==> config.mk <==
export PLATFORM = sky130hd
export DESIGN_NAME = sdram_log_sequencer_flat
export DESIGN_NICKNAME = d
export VERILOG_FILES = /design/src/rtl/sdram_pkg.sv /design/src/rtl/sdram_log_sequencer_if.sv /design/src/rtl/sdram_req_fifo.sv /design/src/rtl/sdram_log_sequencer.sv /design/src/flat_wrapper.sv
export SDC_FILE = /design/constraint.sdc
export NUM_CORES = 1
export LEC_CHECK = 0
export ABC_CLOCK_PERIOD_IN_PS = 14800
export CORE_ASPECT_RATIO = 0.7
export CORE_MARGIN = 1.5
export CORE_UTILIZATION = 35
export CTS_CLUSTER_DIAMETER = 60
export DETAILED_ROUTE_END_ITERATION = 8
export MAX_ROUTING_LAYER = met4
export PLACE_DENSITY = 0.56
export SYNTH_ARGS = -nofsm -noshare
export SYNTH_HDL_FRONTEND = slang
export SYNTH_SLANG_ARGS = --single-unit
export TNS_END_PERCENT = 20
==> constraint.sdc <==
create_clock -name CLK_48MHZ -period 14.8 [get_ports CLK_48MHZ]
set_input_delay 2.96 -clock CLK_48MHZ [delete_from_list [all_inputs] [get_ports CLK_48MHZ]]
set_output_delay 2.96 -clock CLK_48MHZ [all_outputs]
set_load 0.005 [all_outputs]
==> src/rtl/sdram_pkg.sv <==
// sdram_pkg: command encodings, address geometry and sequencer state
// shared by the SDRAM log sequencer and its sample FIFO.
package sdram_pkg;

    localparam logic [1:0] CMD_NOP   = 2'b00;
    localparam logic [1:0] CMD_WRITE = 2'b01;
    localparam logic [1:0] CMD_READ  = 2'b10;

    localparam int BANK_W = 2;
    localparam int ROW_W  = 13;
    localparam int COL_W  = 9;
    localparam int ADDR_W = BANK_W + ROW_W + COL_W;
    localparam int DATA_W = 16;

    typedef enum logic [2:0] {
        S_IDLE,
        S_ISSUE,
        S_WAIT_ACK,
        S_WAIT_DONE,
        S_ERROR
    } seq_state_t;

    typedef struct packed {
        logic [1:0]        op;
        logic [ADDR_W-1:0] addr;
        logic [DATA_W-1:0] data;
    } sdram_req_t;

endpackage

==> src/rtl/sdram_log_sequencer_if.sv <==
// sdram_log_sequencer_if: command/address/data bus between the log
// sequencer (master) and sdram_interface (slave).
interface sdram_log_sequencer_if;
    import sdram_pkg::*;

    logic [1:0]        CMD_OUT;
    logic [BANK_W-1:0] A_OUT_BANK;
    logic [ROW_W-1:0]  A_OUT_ROW;
    logic [COL_W-1:0]  A_OUT_COL;
    logic [DATA_W-1:0] D_OUT;
    logic              SDRAM_STATUS;
    logic [DATA_W-1:0] SDRAM_DATA_READ;

    modport master (
        output CMD_OUT,
        output A_OUT_BANK,
        output A_OUT_ROW,
        output A_OUT_COL,
        output D_OUT,
        input  SDRAM_STATUS,
        input  SDRAM_DATA_READ
    );

    modport slave (
        input  CMD_OUT,
        input  A_OUT_BANK,
        input  A_OUT_ROW,
        input  A_OUT_COL,
        input  D_OUT,
        output SDRAM_STATUS,
        output SDRAM_DATA_READ
    );

endinterface

==> src/rtl/sdram_req_fifo.sv <==
// sdram_req_fifo: show-ahead synchronous FIFO for logged samples;
// a push while full is accepted only when a pop happens in the same cycle.
module sdram_req_fifo #(
    parameter int DEPTH = 8,
    parameter int WIDTH = 16
) (
    input  logic             clk,
    input  logic             rst,
    input  logic             push,
    input  logic             pop,
    input  logic [WIDTH-1:0] wdata,
    output logic [WIDTH-1:0] rdata,
    output logic             full,
    output logic             empty
);

    localparam int AW = $clog2(DEPTH);

    logic [WIDTH-1:0] mem [DEPTH];
    logic [AW-1:0]    wr_idx;
    logic [AW-1:0]    rd_idx;
    logic [AW:0]      count;
    logic             do_push;
    logic             do_pop;

    assign full    = (count == (AW+1)'(DEPTH));
    assign empty   = (count == '0);
    assign do_pop  = pop && !empty;
    assign do_push = push && (!full || do_pop);
    assign rdata   = mem[rd_idx];

    always_ff @(posedge clk) begin
        if (do_push) begin
            mem[wr_idx] <= wdata;
        end
    end

    always_ff @(posedge clk or posedge rst) begin
        if (rst) begin
            wr_idx <= '0;
            rd_idx <= '0;
            count  <= '0;
        end else begin
            if (do_push) begin
                wr_idx <= wr_idx + 1'b1;
            end
            if (do_pop) begin
                rd_idx <= rd_idx + 1'b1;
            end
            unique case (1'b1)
                do_push && !do_pop: count <= count + 1'b1;
                do_pop && !do_push: count <= count - 1'b1;
                default:            count <= count;
            endcase
        end
    end

endmodule

==> src/rtl/sdram_log_sequencer.sv <==
// sdram_log_sequencer: logs 16-bit samples to a linear 24-bit SDRAM
// address space through sdram_interface and streams the log back on demand.
module sdram_log_sequencer
    import sdram_pkg::*;
#(
    parameter int FIFO_DEPTH  = 8,
    parameter int ACK_TIMEOUT = 255
) (
    input  logic                  CLK_48MHZ,
    input  logic                  RESET,
    input  logic                  SAMPLE_VALID,
    input  logic [DATA_W-1:0]     SAMPLE_DATA,
    input  logic                  DUMP_REQ,
    sdram_log_sequencer_if.master bus,
    output logic [DATA_W-1:0]     RD_DATA,
    output logic                  RD_VALID,
    output logic                  DUMP_BUSY,
    output logic [ADDR_W-1:0]     WORDS_STORED,
    output logic                  WRAPPED,
    output logic                  OVERFLOW,
    output logic                  TIMEOUT_ERR
);

    localparam int TMO_W = $clog2(ACK_TIMEOUT + 1);
    localparam logic [ADDR_W:0] DUMP_ALL = {1'b1, {ADDR_W{1'b0}}};

    seq_state_t        state_q, state_d;
    sdram_req_t        req_q, req_d;
    logic [1:0]        cmd_q, cmd_d;
    logic [TMO_W-1:0]  tmo_q, tmo_d;
    logic [ADDR_W-1:0] wr_ptr_q, wr_ptr_d;
    logic [ADDR_W-1:0] rd_ptr_q, rd_ptr_d;
    logic [ADDR_W:0]   rem_q, rem_d;
    logic              busy_q, busy_d;
    logic [DATA_W-1:0] rd_data_q, rd_data_d;
    logic              rd_valid_q, rd_valid_d;
    logic              wrapped_q, wrapped_d;
    logic              tmo_err_q, tmo_err_d;
    logic              ovf_q;

    logic              fifo_pop;
    logic              fifo_full;
    logic              fifo_empty;
    logic [DATA_W-1:0] fifo_rdata;
    logic              drop;

    assign drop = SAMPLE_VALID && fifo_full && !fifo_pop;

    sdram_req_fifo #(
        .DEPTH (FIFO_DEPTH),
        .WIDTH (DATA_W)
    ) u_fifo (
        .clk   (CLK_48MHZ),
        .rst   (RESET),
        .push  (SAMPLE_VALID),
        .pop   (fifo_pop),
        .wdata (SAMPLE_DATA),
        .rdata (fifo_rdata),
        .full  (fifo_full),
        .empty (fifo_empty)
    );

    always_ff @(posedge CLK_48MHZ or posedge RESET) begin
        if (RESET) begin
            state_q    <= S_IDLE;
            req_q      <= '0;
            cmd_q      <= CMD_NOP;
            tmo_q      <= '0;
            wr_ptr_q   <= '0;
            rd_ptr_q   <= '0;
            rem_q      <= '0;
            busy_q     <= 1'b0;
            rd_data_q  <= '0;
            rd_valid_q <= 1'b0;
            wrapped_q  <= 1'b0;
            tmo_err_q  <= 1'b0;
            ovf_q      <= 1'b0;
        end else begin
            state_q    <= state_d;
            req_q      <= req_d;
            cmd_q      <= cmd_d;
            tmo_q      <= tmo_d;
            wr_ptr_q   <= wr_ptr_d;
            rd_ptr_q   <= rd_ptr_d;
            rem_q      <= rem_d;
            busy_q     <= busy_d;
            rd_data_q  <= rd_data_d;
            rd_valid_q <= rd_valid_d;
            wrapped_q  <= wrapped_d;
            tmo_err_q  <= tmo_err_d;
            ovf_q      <= ovf_q | drop;
        end
    end

    always_comb begin
        state_d    = state_q;
        req_d      = req_q;
        cmd_d      = cmd_q;
        tmo_d      = tmo_q;
        wr_ptr_d   = wr_ptr_q;
        rd_ptr_d   = rd_ptr_q;
        rem_d      = rem_q;
        busy_d     = busy_q;
        rd_data_d  = rd_data_q;
        rd_valid_d = 1'b0;
        wrapped_d  = wrapped_q;
        tmo_err_d  = tmo_err_q;
        fifo_pop   = 1'b0;

        unique case (state_q)
            S_IDLE: begin
                // Once wrapped, the oldest word sits at the write pointer.
                if (DUMP_REQ && !busy_q) begin
                    if (wrapped_q) begin
                        rd_ptr_d = wr_ptr_q;
                        rem_d    = DUMP_ALL;
                        busy_d   = 1'b1;
                    end else begin
                        rd_ptr_d = '0;
                        rem_d    = {1'b0, wr_ptr_q};
                        busy_d   = |wr_ptr_q;
                    end
                end
                if (!bus.SDRAM_STATUS) begin
                    unique case (1'b1)
                        !fifo_empty: begin
                            fifo_pop   = 1'b1;
                            req_d.op   = CMD_WRITE;
                            req_d.addr = wr_ptr_q;
                            req_d.data = fifo_rdata;
                            state_d    = S_ISSUE;
                        end
                        fifo_empty && busy_q: begin
                            req_d.op   = CMD_READ;
                            req_d.addr = rd_ptr_q;
                            state_d    = S_ISSUE;
                        end
                        default: ;
                    endcase
                end
            end
            S_ISSUE: begin
                cmd_d   = req_q.op;
                tmo_d   = '0;
                state_d = S_WAIT_ACK;
            end
            S_WAIT_ACK: begin
                if (bus.SDRAM_STATUS) begin
                    cmd_d   = CMD_NOP;
                    state_d = S_WAIT_DONE;
                end else if (tmo_q == TMO_W'(ACK_TIMEOUT - 1)) begin
                    cmd_d     = CMD_NOP;
                    tmo_err_d = 1'b1;
                    state_d   = S_ERROR;
                end else begin
                    tmo_d = tmo_q + 1'b1;
                end
            end
            S_WAIT_DONE: begin
                if (!bus.SDRAM_STATUS) begin
                    state_d = S_IDLE;
                    if (req_q.op == CMD_WRITE) begin
                        wr_ptr_d = wr_ptr_q + 1'b1;
                        if (&wr_ptr_q) begin
                            wrapped_d = 1'b1;
                        end
                    end else begin
                        rd_data_d  = bus.SDRAM_DATA_READ;
                        rd_valid_d = 1'b1;
                        rd_ptr_d   = rd_ptr_q + 1'b1;
                        rem_d      = rem_q - 1'b1;
                        if (rem_q == {{ADDR_W{1'b0}}, 1'b1}) begin
                            busy_d = 1'b0;
                        end
                    end
                end
            end
            S_ERROR: ;
            default: state_d = S_IDLE;
        endcase
    end

    assign bus.CMD_OUT    = cmd_q;
    assign bus.A_OUT_BANK = req_q.addr[ADDR_W-1 -: BANK_W];
    assign bus.A_OUT_ROW  = req_q.addr[COL_W +: ROW_W];
    assign bus.A_OUT_COL  = req_q.addr[COL_W-1:0];
    assign bus.D_OUT      = req_q.data;

    assign RD_DATA      = rd_data_q;
    assign RD_VALID     = rd_valid_q;
    assign DUMP_BUSY    = busy_q;
    assign WORDS_STORED = wr_ptr_q;
    assign WRAPPED      = wrapped_q;
    assign OVERFLOW     = ovf_q;
    assign TIMEOUT_ERR  = tmo_err_q;

endmodule
==> src/flat_wrapper.sv <==
// flat-port wrapper written by rule: the top's interface ports become plain ports
module sdram_log_sequencer_flat import sdram_pkg::*;
#(
    parameter int FIFO_DEPTH  = 8,
    parameter int ACK_TIMEOUT = 255
)
  (CLK_48MHZ, RESET, SAMPLE_VALID, SAMPLE_DATA, DUMP_REQ, RD_DATA, RD_VALID, DUMP_BUSY, WORDS_STORED, WRAPPED, OVERFLOW, TIMEOUT_ERR, bus_CMD_OUT, bus_A_OUT_BANK, bus_A_OUT_ROW, bus_A_OUT_COL, bus_D_OUT, bus_SDRAM_STATUS, bus_SDRAM_DATA_READ);
  sdram_log_sequencer_if bus_i ();
  input  logic CLK_48MHZ;
  input  logic RESET;
  input  logic SAMPLE_VALID;
  input  logic [DATA_W-1:0] SAMPLE_DATA;
  input  logic DUMP_REQ;
  output logic [DATA_W-1:0] RD_DATA;
  output logic RD_VALID;
  output logic DUMP_BUSY;
  output logic [ADDR_W-1:0] WORDS_STORED;
  output logic WRAPPED;
  output logic OVERFLOW;
  output logic TIMEOUT_ERR;
  output wire logic [$bits(bus_i.CMD_OUT)-1:0] bus_CMD_OUT;
  output wire logic [$bits(bus_i.A_OUT_BANK)-1:0] bus_A_OUT_BANK;
  output wire logic [$bits(bus_i.A_OUT_ROW)-1:0] bus_A_OUT_ROW;
  output wire logic [$bits(bus_i.A_OUT_COL)-1:0] bus_A_OUT_COL;
  output wire logic [$bits(bus_i.D_OUT)-1:0] bus_D_OUT;
  input wire logic [$bits(bus_i.SDRAM_STATUS)-1:0] bus_SDRAM_STATUS;
  input wire logic [$bits(bus_i.SDRAM_DATA_READ)-1:0] bus_SDRAM_DATA_READ;
  assign bus_CMD_OUT = bus_i.CMD_OUT;
  assign bus_A_OUT_BANK = bus_i.A_OUT_BANK;
  assign bus_A_OUT_ROW = bus_i.A_OUT_ROW;
  assign bus_A_OUT_COL = bus_i.A_OUT_COL;
  assign bus_D_OUT = bus_i.D_OUT;
  assign bus_i.SDRAM_STATUS = bus_SDRAM_STATUS;
  assign bus_i.SDRAM_DATA_READ = bus_SDRAM_DATA_READ;
  sdram_log_sequencer #(.FIFO_DEPTH(FIFO_DEPTH), .ACK_TIMEOUT(ACK_TIMEOUT)) u_core (.CLK_48MHZ(CLK_48MHZ), .RESET(RESET), .SAMPLE_VALID(SAMPLE_VALID), .SAMPLE_DATA(SAMPLE_DATA), .DUMP_REQ(DUMP_REQ), .bus(bus_i), .RD_DATA(RD_DATA), .RD_VALID(RD_VALID), .DUMP_BUSY(DUMP_BUSY), .WORDS_STORED(WORDS_STORED), .WRAPPED(WRAPPED), .OVERFLOW(OVERFLOW), .TIMEOUT_ERR(TIMEOUT_ERR));
endmodule
# ---- After elaboration in Yosys (flattened, before gate mapping)
# Memory sizes are Yosys's and may differ from the RTL's. A register that Yosys moved wholly into a read port is not among the register bits.
# Cells that the tools add are included.
dict set report classes {
  mux 38
  bitwise 5
  n_eq_ne 17
  n_reduce_logical 34
  n_addsub 8
}
# op n
set op_table {}
lappend op_table {{25-bit 2-to-1 mux} 4}
lappend op_table {{24-bit 2-to-1 mux} 4}
lappend op_table {{26-bit one-hot mux with 2 select lines} 1}
lappend op_table {{25-bit one-hot mux with 2 select lines} 1}
lappend op_table {{24-bit by 1-bit adder with 24-bit output, second input constant} 2}
lappend op_table {{24-bit one-hot mux with 2 select lines} 1}
lappend op_table {{27-bit AND reduction} 1}
lappend op_table {{25-bit by 1-bit equality test with 1-bit output, second input constant} 1}
lappend op_table {{25-bit by 1-bit subtractor with 25-bit output, second input constant} 1}
lappend op_table {{24-bit OR reduction} 1}
lappend op_table {{3-bit AND reduction} 6}
lappend op_table {{8-bit 2-to-1 mux} 2}
lappend op_table {{8-bit one-hot mux with 2 select lines} 1}
lappend op_table {{3-bit 2-to-1 mux} 5}
lappend op_table {{3-bit one-hot mux with 5 select lines} 1}
lappend op_table {{1-bit 2-to-1 mux} 13}
lappend op_table {{2-bit inequality test, second input constant} 6}
lappend op_table {{5-bit AND reduction} 2}
lappend op_table {{8-bit by 1-bit adder with 8-bit output, second input constant} 1}
lappend op_table {{8-bit equality test, second input constant} 1}
lappend op_table {{1-bit logical AND} 8}
lappend op_table {{4-bit one-hot mux with 2 select lines} 1}
lappend op_table {{2-bit nonzero test} 4}
lappend op_table {{3-bit by 1-bit adder with 3-bit output, second input constant} 2}
lappend op_table {{21 further kinds} 32}
dict set report totals {
  reg_bits 143
  ram_bits 128
  n_memories 1
  inputBits 37
  elab_cells 120
}
# memory words word_bits rd rd_ports_with_merged_regs write_ports line
set mem_list {}
lappend mem_list {u_core.u_fifo.mem 8 16 1 1 1 sdram_req_fifo.sv:19} ;# logic [WIDTH-1:0] mem [DEPTH];

# ---- Longest topological paths before layout
dict set report logic_depth {
  word_depth 10
  depth_mapped 8
  mapped_depth_nobuf 7
}

# ---- Cells and area by module
# Synthesis repeated with hierarchy kept, for this count alone.
dict set report hier_totals {
  hier_cells 1074
  area_unflattened_um2 13286.5
}
# mod cells_per_inst seq_area_each_um2 area_each_um2 n_inst
set by_module_without_submodules {}
lappend by_module_without_submodules {sdram_log_sequencer 816 3728.6 7766.2 1}
lappend by_module_without_submodules {sdram_req_fifo 258 4093.9 5520.3 1}

# ---- Worst setup path after synthesis
# No wires, ideal clock.
dict set report synth_timing {
  path_kind {input-to-reg}
  from {input port bus_SDRAM_STATUS}
  to {memory u_core.u_fifo.mem[4][0], enable pin}
  stages 3
  setup_ns 0.436
  slack_ns 9.029
  path_buffers 0
  arrival_time_ns 5.335
  required_time_ns 14.364
  cell_sequence {nor4_2 -> o21ai_4 -> nor4b_1}
}
dict set report synth_between {
  elab_chain_cells 7
}
# element line
set synth_lines {}
lappend synth_lines {{start, declared} flat_wrapper.sv:26} ;# input wire logic [$bits(bus_i.SDRAM_STATUS)-1:0] bus_SDRAM_STATUS;
lappend synth_lines {{1-bit 2-to-1 mux} sdram_log_sequencer.sv:124} ;# if (!bus.SDRAM_STATUS) begin
lappend synth_lines {{1-bit 2-to-1 mux} sdram_log_sequencer.sv:110} ;# unique case (state_q)
lappend synth_lines {{1-bit logical AND} sdram_req_fifo.sv:28} ;# assign do_pop = pop && !empty;
lappend synth_lines {{1-bit logical OR} sdram_req_fifo.sv:29} ;# assign do_push = push && (!full || do_pop);
lappend synth_lines {{1-bit logical AND} sdram_req_fifo.sv:29}
lappend synth_lines {{1-bit 2-to-1 mux} sdram_req_fifo.sv:33} ;# if (do_push) begin
lappend synth_lines {{1-bit 2-to-1 mux (implied by the code)} sdram_req_fifo.sv:34} ;# mem[wr_idx] <= wdata;
lappend synth_lines {{end, declared} sdram_req_fifo.sv:19}
# Every way passes these cells.

# ---- Worst setup path after layout
dict set report layout_timing {
  from {register u_core.wrapped_q (netlist: u_core.WRAPPED)}
  to {output port WRAPPED}
}
# element line
set layout_lines {}
lappend layout_lines {{start, declared} sdram_log_sequencer.sv:37} ;# logic wrapped_q, wrapped_d;
lappend layout_lines {{start signal, assigned} sdram_log_sequencer.sv:89} ;# wrapped_q <= wrapped_d;
lappend layout_lines {{end, declared} flat_wrapper.sv:18} ;# output logic WRAPPED;
# No word-level cell between the ends.

==> qor.yml <==
clock_skew_ns: 0.01649
grt-ovfl-total: 0
seq_area_um2: 7825
synth_top_area_share_pct: 29.89
async_flop_share_pct: 55.40
cts_buffers: 34
cts_tree: "yes"
max-cap-violations: 0
setup_slack_ns: 9.830
routed_wl_um: 33910
combPwrFrac_pct: 7.9
dpl.hpwl_um: 21530
rows: 59
p_per_area_nw_per_um2: 122.5
cts_num_sinks: 287
crit_path_start_kind: "flop"
postCtsHoldBufs: 0
grt_max_degree: 97
worstSetupPathType: "flop to output pin"
p_leak_nw: 6.127
r2r_start: "u_core.WRAPPED"
p_int_mw: 1.479
yosysSeqAreaShare_pct: 58.77
ir_drop_mv: 0.06866
cpMaxStageDelayCell: "dfrtp_1"
arrival_ns: 2.01
synth_cells: 1128
drv_slew: 0
clk_latency_ns: 0.52
period_needed_ns: 4.970
path_max_fanout: 17
crit_start: "u_core.WRAPPED"
drive_above_1_share_pct: 11.57
critical-path-top-delay-family: "flip-flops"
cp.required_ns: 11.84
power_switching_uw: 468.6
io_buffer_count: 123
post_cts_buffers: 0
clock_path_buffers: 3
drtIter0Drc: 796
crit_buf_inv: 1
ys.warnings.count: 0
synth_area_per_cell_um2: 11.80
syn_area_um2: 13310
syn_to_final_growth_pct: 19.41
synth_edf_count: 128
fmax_ghz: 0.2012
setup_viol_count_final: 0
grt_usage_pct: 18.13
drcViolationCount: 0
synth_fp_nets: 1175
synth_flop_cell: "dfrtp_1"
gp_congestion: 0.8111
cts.clk_slew.worst_paths_ns: 0.06
die_area_um2: 39230
ys_types: 76
rsz0062_at_grt: "no"
path_cells: "clkdlybuf4s50_1"
dp_slack_ns: 9.261
yosysTopAreaCell: "dfrtp_1"
postLayoutCoreUtil_pct: 42.63
max_slew.worst_pin.slew_ns: 1.177
routed_via_density: 5.291
swShare_pct: 24.06
post-route-period-util_pct: 33.58
cts_root_buf: "clkbuf_16"
multi_input_area_um2: 4867
start_util_pct: 35.70
dp.cells: 1647
dieHeight_um: 166.2
core_area_um2: 37280
io_pins: 124
setup_tns_ns: 0
min_path_type: "flop to flop"
synth_area_leaders: "dfrtp_1 30%, edfxtp_1 29%, mux4_2 5.4%"
drt_first_pass_iters: 5
htreeDepth: 2
pwr-share-seq_pct: 48.7
yosys-top-cells-count: "159 x dfrtp_1, 137 x nand2_1, 128 x edfxtp_1, 83 x nor2_1, 79 x a21oi_1"
max_stage_delay_ns: 0.85
nets: 1242
via_count: 9037
ant_nets: 0
slew_headroom_pct: 21.21
outcome: "finished, final reports clean"
ys_ff_latch: 287
fin_cells: 1708
min_from: "u_core.TIMEOUT_ERR"
yosysMostFrequentCell: "dfrtp_1"
die_w_um: 236.1
grt_antenna_before_repair: 1
p_clk_share_pct: 43.4
ctsResizeCount: 0
fill_cells: 3380
grt_pass1_wl_um: 53850
grt_pass1_vias: 8854
hold_viol: 0
wire_per_inst_um: 19.85
end_kind: "output pin"
worst reg2reg max path, delay by kind of cell (launching register included):
family / cells / cell delay (ns)
buf+inv: 1 / 0.44
flops: 1 / 0.85
simple gates: 4 / 1.42
power by group through the flow:
stage / sequential [mW] / clock, mW / combinational, mW
3_3_place_gp: 0.961 / 0 / 0.155
6_report: 0.948 / 0.844 / 0.155
2_1_floorplan: 0.944 / 0 / 0.107
5_1_grt: 0.956 / 0.900 / 0.173
4_1_cts: 0.948 / 0.867 / 0.159
3_5_place_dp: 0.963 / 0 / 0.159
flip-flops by register name, indices dropped and copies added, names as in the netlist, 2 cells and up:
signal	cells
u_core.bus.A_OUT_ROW	13
u_core.bus.A_OUT_BANK	2
u_core.u_fifo.mem	128
u_core.bus.CMD_OUT	2
u_core.WORDS_STORED	24
u_core.rd_ptr_q	24
u_core.bus.D_OUT	16
u_core.tmo_q	8
u_core.req_q	2
u_core.u_fifo.rd_idx	3
u_core.u_fifo.wr_idx	3
u_core.RD_DATA	16
u_core.u_fifo.count	4
u_core.bus.A_OUT_COL	9
u_core.rem_q	25
u_core.state_q	3
per-layer routing:
| metal | global-route usage, % | vias to the layer above | share of wire (%) |
|---|---|---|---|
| met5 | - | - | 0 |
| met4 | 4.909 | 0 | 1.8 |
| met3 | 3.308 | 54 | 5.5 |
| met2 | 24.37 | 259 | 42 |
| met1 | 27.66 | 4505 | 51 |
| li1 | - | 4219 | - |
cells by family (layout without fill, tap and decap cells):
logic type	after synthesis	count (layout)	share of synthesized area, %
AND/OR/NAND/NOR	372	372	14.15
flip-flops	287	287	58.77
AO/OA/AOI/OAI	213	213	9.795
buffers and inverters	133	224	5.180
multiplexers	74	74	8.601
XOR/XNOR	39	39	2.566
adder cells (fa/ha/maj)	10	10	0.9400
other	0	1	0
layout by cell type, fill, tap and decap left out, types with 10 or more instances in the layout:
cell             synthesis  routed
o21ai_0                 55      55
edfxtp_1               128     128
nand4_1                 18      18
xnor2_1                 15      15
nor3_1                  25      22
clkdlybuf4s50_1          0     123
buf_4                   41      22
mux2i_1                 39      39
nor4_1                  14      13
dfrtp_1                159     157
nand3_1                 25      25
ha_1                    10      10
a21oi_1                 79      79
mux4_2                  32      32
nand2_1                137     137
nor2_1                  83      82
xor2_1                  24      24
clkbuf_16                0      34
inv_1                   19      18
through the flow:
step | hold WS, ns | cell area [um2] | power [mW]
2_1_floorplan | 0.4510 | 13310 | 1.051
3_3_place_gp | 0.4552 | 14780 | 1.117
3_5_place_dp | 0.4514 | 14780 | 1.122
4_1_cts | 0.4785 | 15890 | 1.974
5_1_grt | 0.4987 | 15890 | 2.028
6_report | 0.4725 | 15890 | 1.947
layout make-up:
type / count / area share, %
diodes: 1 / 0.01574
repair buffers: 145 / 8.785
clock inverters: 13 / 1.047
multi-input cells: 708 / 30.62
well taps: 488 / 3.842
flip-flops and latches: 287 / 49.23
inverters: 19 / 0.4802
clock buffers: 47 / 5.975
path summary, 6_finish.rpt:
path                                        to  slack [ns]  cells after the start
min reg2reg                 u_core.TIMEOUT_ERR        0.47                      1
min in group asynchronous  u_core.bus.D_OUT[3]        2.99                      2
max                                    WRAPPED        9.83                      1
max in group asynchronous  u_core.rd_ptr_q[10]       10.26                      3
max reg2reg                u_core.rd_ptr_q[15]       11.96                      5
min                         u_core.TIMEOUT_ERR        0.47                      1
No activity file was read; power rests on OpenSTA's default activity.
